==> config.mk <==
export PLATFORM = sky130hd
export DESIGN_NAME = addr_digit_serial
export DESIGN_NICKNAME = d
export VERILOG_FILES = /design/src/rtl/addr_pkg.sv /design/src/rtl/addr_digit_cell.sv /design/src/rtl/addr_digit_serial.sv
export SDC_FILE = /design/constraint.sdc
export NUM_CORES = 1
export LEC_CHECK = 0
export ABC_AREA = 1
export CAP_MARGIN = 10
export CORE_AREA = 2 2 83 85
export CTS_CLUSTER_SIZE = 30
export DETAILED_ROUTE_END_ITERATION = 12
export DIE_AREA = 0 0 85 87
export PLACE_DENSITY_LB_ADDON = 0.15
export SETUP_SLACK_MARGIN = 0.4
export SLEW_MARGIN = 20
export SYNTH_ARGS = -nofsm -noshare
export SYNTH_HDL_FRONTEND = slang
export SYNTH_SLANG_ARGS = --single-unit
export TNS_END_PERCENT = 10
==> constraint.sdc <==
create_clock -name clk -period 2.1 [get_ports clk]
set_clock_uncertainty 0.1 [all_clocks]
set_input_delay 0.315 -clock clk [delete_from_list [all_inputs] [get_ports clk]]
set_output_delay 0.315 -clock clk [all_outputs]
set_load 0.05 [all_outputs]
==> src/rtl/addr_pkg.sv <==
// Shared types and helpers for the digit-serial adder.
package addr_pkg;

    // FSM states of the digit-serial adder
    typedef enum logic [1:0] {
        IDLE = 2'd0,
        RUN  = 2'd1,
        DONE = 2'd2
    } addr_state_e;

    // Digit counter width: enough bits to hold NDIG-1, never less than one bit
    function automatic int cnt_width(input int ndig);
        return (ndig <= 1) ? 1 : $clog2(ndig);
    endfunction

endpackage

==> src/rtl/addr_digit_cell.sv <==
// Combinational DIGIT-bit ripple adder with carry-in and carry-out.
module addr_digit_cell #(
    parameter int DIGIT = 4
) (
    input  logic [DIGIT-1:0] a,
    input  logic [DIGIT-1:0] b,
    input  logic             cin,
    output logic [DIGIT-1:0] s,
    output logic             cout
);

    // Ripple the carry LSB to MSB through the digit
    always_comb begin
        logic c;
        c = cin;
        s = '0;
        for (int i = 0; i < DIGIT; i++) begin
            s[i] = a[i] ^ b[i] ^ c;
            c    = (a[i] & b[i]) | (c & (a[i] ^ b[i]));
        end
        cout = c;
    end

endmodule

==> src/rtl/addr_digit_serial.sv <==
// Digit-serial unsigned adder: sum = a + b + cin, DIGIT bits per cycle.
// Optional duplicate digit adder with mismatch flag: ADDR_DIGIT_SERIAL_DMR_CHECK_EN.
//
// state | meaning
// IDLE  | ready for operands, in_ready high
// RUN   | one digit added per cycle, LSB digit first
// DONE  | result held on sum until out_ready
module addr_digit_serial
    import addr_pkg::*;
#(
    parameter int WIDTH = 16,
    parameter int DIGIT = 4
) (
    input  logic             clk,
    input  logic             rst,
    input  logic             in_valid,
    output logic             in_ready,
    input  logic [WIDTH-1:0] a,
    input  logic [WIDTH-1:0] b,
    input  logic             cin,
    output logic             out_valid,
    input  logic             out_ready,
    output logic [WIDTH:0]   sum,
    output logic             err
);

    localparam int NDIG = WIDTH / DIGIT;
    localparam int CW   = cnt_width(NDIG);
    localparam logic [CW-1:0] LAST = CW'(NDIG - 1);

    if (WIDTH < 1 || DIGIT < 1 || DIGIT > WIDTH || (WIDTH % DIGIT) != 0) begin : g_bad_params
        $error("addr_digit_serial: WIDTH must be a positive multiple of DIGIT");
    end

    addr_state_e      state_q, state_d;
    logic [WIDTH-1:0] a_q, a_d;
    logic [WIDTH-1:0] b_q, b_d;
    logic [WIDTH-1:0] res_q, res_d;
    logic             carry_q, carry_d;
    logic [CW-1:0]    cnt_q, cnt_d;
    logic             in_ready_q, in_ready_d;
    logic             out_valid_q, out_valid_d;

    logic [DIGIT-1:0]       dig_s;
    logic                   dig_cout;
    logic [WIDTH+DIGIT-1:0] res_ext;

    addr_digit_cell #(.DIGIT(DIGIT)) u_cell (
        .a    (a_q[DIGIT-1:0]),
        .b    (b_q[DIGIT-1:0]),
        .cin  (carry_q),
        .s    (dig_s),
        .cout (dig_cout)
    );

    // New digit enters at the top; the register holds the full result after NDIG shifts
    assign res_ext = {dig_s, res_q};

`ifdef ADDR_DIGIT_SERIAL_DMR_CHECK_EN
    logic [DIGIT-1:0] chk_s;
    logic             chk_cout;
    logic             mismatch;
    logic             err_q, err_d;

    addr_digit_cell #(.DIGIT(DIGIT)) u_cell_chk (
        .a    (a_q[DIGIT-1:0]),
        .b    (b_q[DIGIT-1:0]),
        .cin  (carry_q),
        .s    (chk_s),
        .cout (chk_cout)
    );

    // Any disagreement between the two digit adders in a RUN cycle is a fault
    assign mismatch = (chk_s != dig_s) || (chk_cout != dig_cout);
    assign err      = err_q;
`else
    assign err = 1'b0;
`endif

    // Next-state, datapath and registered handshake decode
    always_comb begin
        state_d = state_q;
        a_d     = a_q;
        b_d     = b_q;
        res_d   = res_q;
        carry_d = carry_q;
        cnt_d   = cnt_q;
`ifdef ADDR_DIGIT_SERIAL_DMR_CHECK_EN
        err_d   = err_q;
`endif
        case (state_q)
            IDLE: begin
                if (in_valid) begin
                    a_d     = a;
                    b_d     = b;
                    carry_d = cin;
                    cnt_d   = '0;
`ifdef ADDR_DIGIT_SERIAL_DMR_CHECK_EN
                    err_d   = 1'b0;
`endif
                    state_d = RUN;
                end
            end
            RUN: begin
                a_d     = a_q >> DIGIT;
                b_d     = b_q >> DIGIT;
                res_d   = res_ext[WIDTH+DIGIT-1:DIGIT];
                carry_d = dig_cout;
`ifdef ADDR_DIGIT_SERIAL_DMR_CHECK_EN
                if (mismatch) begin
                    err_d = 1'b1;
                end
`endif
                if (cnt_q == LAST) begin
                    state_d = DONE;
                end else begin
                    cnt_d = cnt_q + CW'(1);
                end
            end
            DONE: begin
                if (out_ready) begin
                    state_d = IDLE;
                end
            end
            default: state_d = IDLE;
        endcase
        in_ready_d  = (state_d == IDLE);
        out_valid_d = (state_d == DONE);
    end

    // State and datapath registers; reset abandons any operation in flight
    always_ff @(posedge clk or posedge rst) begin
        if (rst) begin
            state_q     <= IDLE;
            a_q         <= '0;
            b_q         <= '0;
            res_q       <= '0;
            carry_q     <= 1'b0;
            cnt_q       <= '0;
            in_ready_q  <= 1'b1;
            out_valid_q <= 1'b0;
`ifdef ADDR_DIGIT_SERIAL_DMR_CHECK_EN
            err_q       <= 1'b0;
`endif
        end else begin
            state_q     <= state_d;
            a_q         <= a_d;
            b_q         <= b_d;
            res_q       <= res_d;
            carry_q     <= carry_d;
            cnt_q       <= cnt_d;
            in_ready_q  <= in_ready_d;
            out_valid_q <= out_valid_d;
`ifdef ADDR_DIGIT_SERIAL_DMR_CHECK_EN
            err_q       <= err_d;
`endif
        end
    end

    assign in_ready  = in_ready_q;
    assign out_valid = out_valid_q;
    assign sum       = {carry_q, res_q};

endmodule

---- Yosys cells after proc, flatten, opt, wreduce, memory -nomap -nowiden ----
Index checks and enable logic that the tools add are counted.
operators by class
  $add $sub $neg .......................... 1
  muxes and demuxes ....................... 13
  reduce and logical (&&, ||, !) cells .... 5
  eq/ne operators ......................... 6
  bitwise operators ....................... 20
operator list
  operator                                                          count
  16-bit case mux with 2 select lines                               2
  16-bit 2-to-1 mux                                                 2
  2-bit 2-to-1 mux                                                  5
  1-bit bitwise AND                                                 8
  1-bit bitwise XOR                                                 8
  2-bit == test (second input constant)                             3
  2-bit case mux with 3 select lines                                1
  2-bit logical NOT                                                 2
  2-bit inequality test (second input constant)                     2
  1-bit bitwise OR                                                  4
  2-bit case mux with 2 select lines                                1
  3-bit AND reduction                                               1
  2-bit by 1-bit adder with 2-bit output (second input constant)    1
  2-bit by 1-bit == test with 1-bit output (second input constant)  1
  1-bit case mux with 2 select lines                                1
  2-bit AND reduction                                               1
  2-bit nonzero test                                                1
  1-bit 2-to-1 mux                                                  1
word-level totals
  input bits .............................. 37
  logic and storage cells ................. 53
  output and inout port bits .............. 20
  register bits after elaboration ......... 55

---- Longest topological paths before layout ----
  word-level depth ........................ 10
  depth in mapped cells ................... 10
  mapped depth without buffers ............ 10

---- By module ----
Synthesis repeated with hierarchy kept, for this count alone.
unflattened totals
  cells, all modules ...................... 356
  area, all modules ....................... 3089.2 um^2
modules (own cells, without submodules)
  module             cells an instance  seq. area each (um^2)  area an instance (um^2)  times used
  addr_digit_serial  342                1377.6                 2971.6                   1
  addr_digit_cell    14                 0.0                    117.6                    1

---- Worst setup path after synthesis ----
Ideal clock, no wire load.
  path type ............................... flip-flop to flip-flop
  start point ............................. reg a_q[0]
  end point ............................... reg res_q[15]
  setup slack ............................. -0.048 ns
  clock period less this slack ............ 2.148 ns
  cell stages (with the launch flop) ...... 9
  buffers on the path ..................... 0
  setup time .............................. 0.076 ns
  data required time ...................... 1.924 ns
  arrival time ............................ 1.972 ns
  path through ............................ dfrtp_1 > fa_1 > inv_1 > fa_1 > inv_1 > fa_1 > inv_1 > fa_1 > o21ai_1
between the ends
  cells in the longest elaborated chain, start to end .. 8
  elaborated cells on any way between the ends .. 9
  those cells by class .................... 9 x bitwise
ends and longest elaborated chain
  what                      RTL line                  source
  start: declaration        addr_digit_serial.sv:36   logic [WIDTH-1:0] a_q, a_d;
  start signal: assignment  addr_digit_serial.sv:135  a_q <= '0;
  start signal: assignment  addr_digit_serial.sv:147  a_q <= a_d;
  1-bit bitwise XOR         addr_digit_cell.sv:19     c = (a[i] & b[i]) | (c & (a[i] ^ b[i]));
  1-bit bitwise AND         addr_digit_cell.sv:19
  1-bit bitwise OR *        addr_digit_cell.sv:19
  1-bit bitwise AND *       addr_digit_cell.sv:19
  1-bit bitwise OR *        addr_digit_cell.sv:19
  1-bit bitwise AND *       addr_digit_cell.sv:19
  1-bit bitwise OR *        addr_digit_cell.sv:19
  1-bit bitwise XOR *       addr_digit_cell.sv:18     s[i] = a[i] ^ b[i] ^ c;
  end signal: assignment    addr_digit_serial.sv:149  res_q <= res_d;
  end: declaration          addr_digit_serial.sv:38   logic [WIDTH-1:0] res_q, res_d;
Every way passes the cells marked *; elsewhere a longest branch is shown, timed or not.
A chain may end at the register's enable or synchronous reset.

---- Final worst setup path ----
  start point ............................. reg carry_q
  end point ............................... reg res_q[15]
between the ends
  cells in the longest elaborated chain, start to end .. 7
ends and longest elaborated chain
  what                      RTL line                  source
  start: declaration        addr_digit_serial.sv:39   logic carry_q, carry_d;
  start signal: assignment  addr_digit_serial.sv:150  carry_q <= carry_d;
  1-bit bitwise AND         addr_digit_cell.sv:19
  1-bit bitwise OR          addr_digit_cell.sv:19
  1-bit bitwise AND         addr_digit_cell.sv:19
  1-bit bitwise OR          addr_digit_cell.sv:19
  1-bit bitwise AND         addr_digit_cell.sv:19
  1-bit bitwise OR          addr_digit_cell.sv:19
  1-bit bitwise XOR         addr_digit_cell.sv:18
No other way between the ends.

==> metrics list <==
- Status: complete, but fails checks
- Failing checks: setup timing
- Number of vias per cell after detailed routing: roughly 4.9
- The first global-routing pass estimated around 11 mm of wire.
- Die Span X: ~85 um
- First-pass iteration count of the detailed router: 4
- Insertion delay to the later sink of the worst-skew pair: between 0.3 and 0.4 ns
- In the final routed layout, each cell accounts on average for roughly 12 um.
* Area growth, synth to finish: 22.7%
- The floorplan step defined a die boundary enclosing 7400 um2.
- After routing the design area is 3630 um2.
* Post-synthesis share of cell area spent on xor and xnor gates: 0%
* Cell at the root of the clock tree: sky130_fd_sc_hd__clkbuf_8
- In this run the cell area of the synthesized design comes to approximately 3000 um2.
- Antenna violations before repair: 0
- Antenna viol nets, final: 0
- After clock tree synthesis, the clock-pin slew on the worst setup and hold paths is 0.10 ns.
- Share of total power in sequential cells: a little under a third
* Adder-cell area share of the yosys netlist: 3.13%
- Across all setup checks in the final design, the least slack found is -0.0529 ns.
- HP Class: input pin to asynchronous set/reset pin
* Std-Cell Core Area: around 6600 um2
- Number of slew-limit violations in the final report: 0
* Total of endpoints with negative setup slack in the final report: 1
- Main combinational cell family by area after synthesis: simple AND/OR/NAND/NOR gates
- # nets final: 440
* Signal arrival time at the worst endpoint: between 2 and 2.5 ns
- The routed design could run at a clock period as short as about 2.2 ns.
* Length in cells of the worst reg-to-reg path: 8
- The clock drives 55 sinks.
* Share of the synthesized area in compound gates (AO/OA/AOI/OAI): 2.79%
* First DRT Iteration DRCs: between 80 and 90
- Cells fill between 50% and 60% of the core in the end.
- Yosys warning count: 0
* Largest net degree at the start of global routing: between 40 and 50
- Measured against the total synthesized area, the mux share comes to 0%.
* VDD IR-drop max: a little over 0.8 mV
- After Yosys synthesis, and, or, nand and nor cells account for between 30% and 40% of the synthesized area.
* Total negative slack for setup checks: -0.0529 ns
* Final hold violations: 0
- Count of standard-cell rows: 30
* Clock tree from TritonCTS: yes
* Leak Pwr: approximately 1.9 nW
* Gr usage total: 17.7%
- Worst R2R Start: carry_q
- Measured along the y axis, the die boundary spans ~87 um.
* Placed standard-cell area: between 3000 and 4000 um2
- The library cells used most frequently in the layout, excluding fill and tap cells, are 94 x sky130_fd_sc_hd__nand2_1, 78 x sky130_fd_sc_hd__nand3_1, 55 x sky130_fd_sc_hd__inv_1.
- Gate count after technology mapping: 350
* Number of port buffers: between 50 and 60
- The share of total power dissipated in combinational logic is ~54%.
- Tot Pwr: between 5 and 6 mW
- Hold timing on the final database bottoms out at a slack of 0.274 ns.
* Endpoint class of the critical path: flip-flop
- Type of the setup path with the least slack: flip-flop to flip-flop
* Share of synthesized area occupied by flip-flops and latches: 46.6%
- After synthesis, the cell types taking the most area are sky130_fd_sc_hd__dfrtp_1 46%, sky130_fd_sc_hd__nand3_1 13%, sky130_fd_sc_hd__nand2_1 12%.
- After global routing the overflow that remains totals 0.
* Power Dens Cells: between 1500 and 2000 nW/um2
- After synthesis the netlist holds a flip-flop and latch count of 55.
- The H-tree was split into 2 levels.
* Max-slew headroom: roughly 66%
* Unrepaired setup endpoints after global routing: yes
* Layout cell share with drive strength beyond 1: approximately 14%
- Period utilization: 103%
- Transition time at the pin with the least slew margin: between 0.5 and 0.6 ns
- Remaining routing DRC violations: 0
- Clock group share of total power: roughly 14%
* Filler cell count in the final layout: 619
- For flop-to-flop paths, the worst setup slack is -0.05 ns.
* Number of setup buffers added after CTS: 0
* Maximum number of buffers from clock root to sink: 2
- The via count of the first global-routing pass is ~2.4k.
- After synthesis, the netlist uses 23 different library cells.
- Detailed Place HPWL: roughly 3.9 mm
- The library cell used most frequently in the layout, excluding fill and tap cells, is sky130_fd_sc_hd__nand2_1.
- Of the total power, the share spent switching nets is between 40% and 50%.
- For this block, the routed nets add up to 5.85 mm of wire.
- After synthesis, the mean cell area works out to around 8.4 um2.
- STA classifies the critical path startpoint as a flip-flop.
- The number of antenna diodes in the final layout is 0.
- For this design the top-level I/O count stands at 57.
* Maximum fanout along the worst path: 2
- The number of nets handed over by synthesis was 392.
- Across all layers, the routed design uses between 2k and 2.5k vias.
- Maximum operating frequency: 464 MHz
* P_int: between 3 and 4 mW
* Portion of synthesized cell area occupied by the leading cell type: 45.7%
- Terminus of the critical flop-to-flop path: res_q[15]
- Number of buffers added by the clock tree synthesis step: 5
- Switching power summed over all nets: around 2.8 mW
- For this configuration, the core starts out at a cell density of between 40% and 50%.
* Crit path required time: between 2 and 2.5 ns
- Post-synthesis cell type with the largest combined area: sky130_fd_sc_hd__dfrtp_1
- Max-capacitance violation count: 0
- At the end of routability-driven placement, the weighted congestion stood at between 0.7 and 0.8.
[how the worst max path moves through the flow]
stage / depth (start not counted) / to / start / slack, ns
floorplan: 8 / res_q[15] / b_q[0] / 0.01
CTS: 8 / res_q[15] / carry_q / -0.09
finish: 8 / res_q[15] / carry_q / -0.05
global route: 8 / res_q[15] / carry_q / -0.13
global placement: 8 / res_q[15] / b_q[0] / -0.02
detailed placement: 8 / res_q[15] / b_q[0] / -0.07
[registers in the layout, indices dropped and copies added, names as in the netlist]
name and cells:
a_q 16, b_q 16, carry_q 1, cnt_q 2, in_ready 1, out_valid 1, res_q 16, state_q 2
[layer usage]
| metal | share of wire [%] | track usage (%) | up-vias |
|---|---|---|---|
| met3 | 5.6 | 3.70 | 8 |
| met5 | 0 | 0 | - |
| met1 | 46 | 22.1 | 1100 |
| li1 | - | - | 1173 |
| met2 | 47 | 31.0 | 65 |
| met4 | 1.4 | 4.91 | 0 |
[layout make-up]
type                            count  area (um2)  share of cell area, %
Timing Repair Buffer               64         616                   17.0
Clock buffer                        5        68.8                   1.90
Multi-Input combinational cell    211        1160                   32.0
Clock inverter                      3        67.6                   1.86
Sequential cell                    55        1380                   38.0
Tap cell                           80         100                   2.76
Inverter                           61         235                   6.49
[cells in the mapped netlist (all sizes together)]
cell and number:
nor2 2, nand3b 1, ha 1, dfrtp 54, nand3 93, nand2 97, conb 1, o21ai 12
fa 4, inv 61, buf 23, dfstp 1
[power groups by stage]
stage	sequential (mW)	combinational, mW	clock [mW]
after detailed placement	1.91	3.35	0
final	1.88	3.23	0.830
after floorplan	2.38	2.24	0
after global placement	1.89	3.31	0
after CTS	1.88	3.27	0.848
after global routing	1.94	3.66	0.874
[cell families (layout without fill, tap and decap cells)]
family	after synthesis	in the layout
AO/OA/AOI/OAI	12	12
adder cells (fa/ha/maj)	5	5
buffers and inverters	84	133
flip-flops	55	55
other	1	1
AND/OR/NAND/NOR	193	193
[metrics by stage]
| step | std cells | setup WS (ns) |
|---|---|---|
| after floorplan | 350 | 0.0139 |
| after global placement | 471 | -0.0164 |
| after detailed placement | 471 | -0.0709 |
| after CTS | 479 | -0.0857 |
| after global routing | 479 | -0.127 |
| final | 479 | -0.0529 |
[what timing repair did]
action,in CTS,in global routing
pin swaps,4,2
resized for setup,23,4
hold buffers,0,0
endpoints found under the setup margin,22,6
[worst max-delay path, stage by stage, from the launching register on]
cell	delay, ns
sky130_fd_sc_hd__dfrtp_1	0.41
sky130_fd_sc_hd__fa_2	0.39
sky130_fd_sc_hd__inv_2	0.06
sky130_fd_sc_hd__fa_2	0.18
sky130_fd_sc_hd__inv_2	0.04
sky130_fd_sc_hd__fa_2	0.32
sky130_fd_sc_hd__inv_2	0.06
sky130_fd_sc_hd__fa_1	0.40
sky130_fd_sc_hd__o21ai_1	0.13
Note: power is estimated with default switching activity, not from simulation.
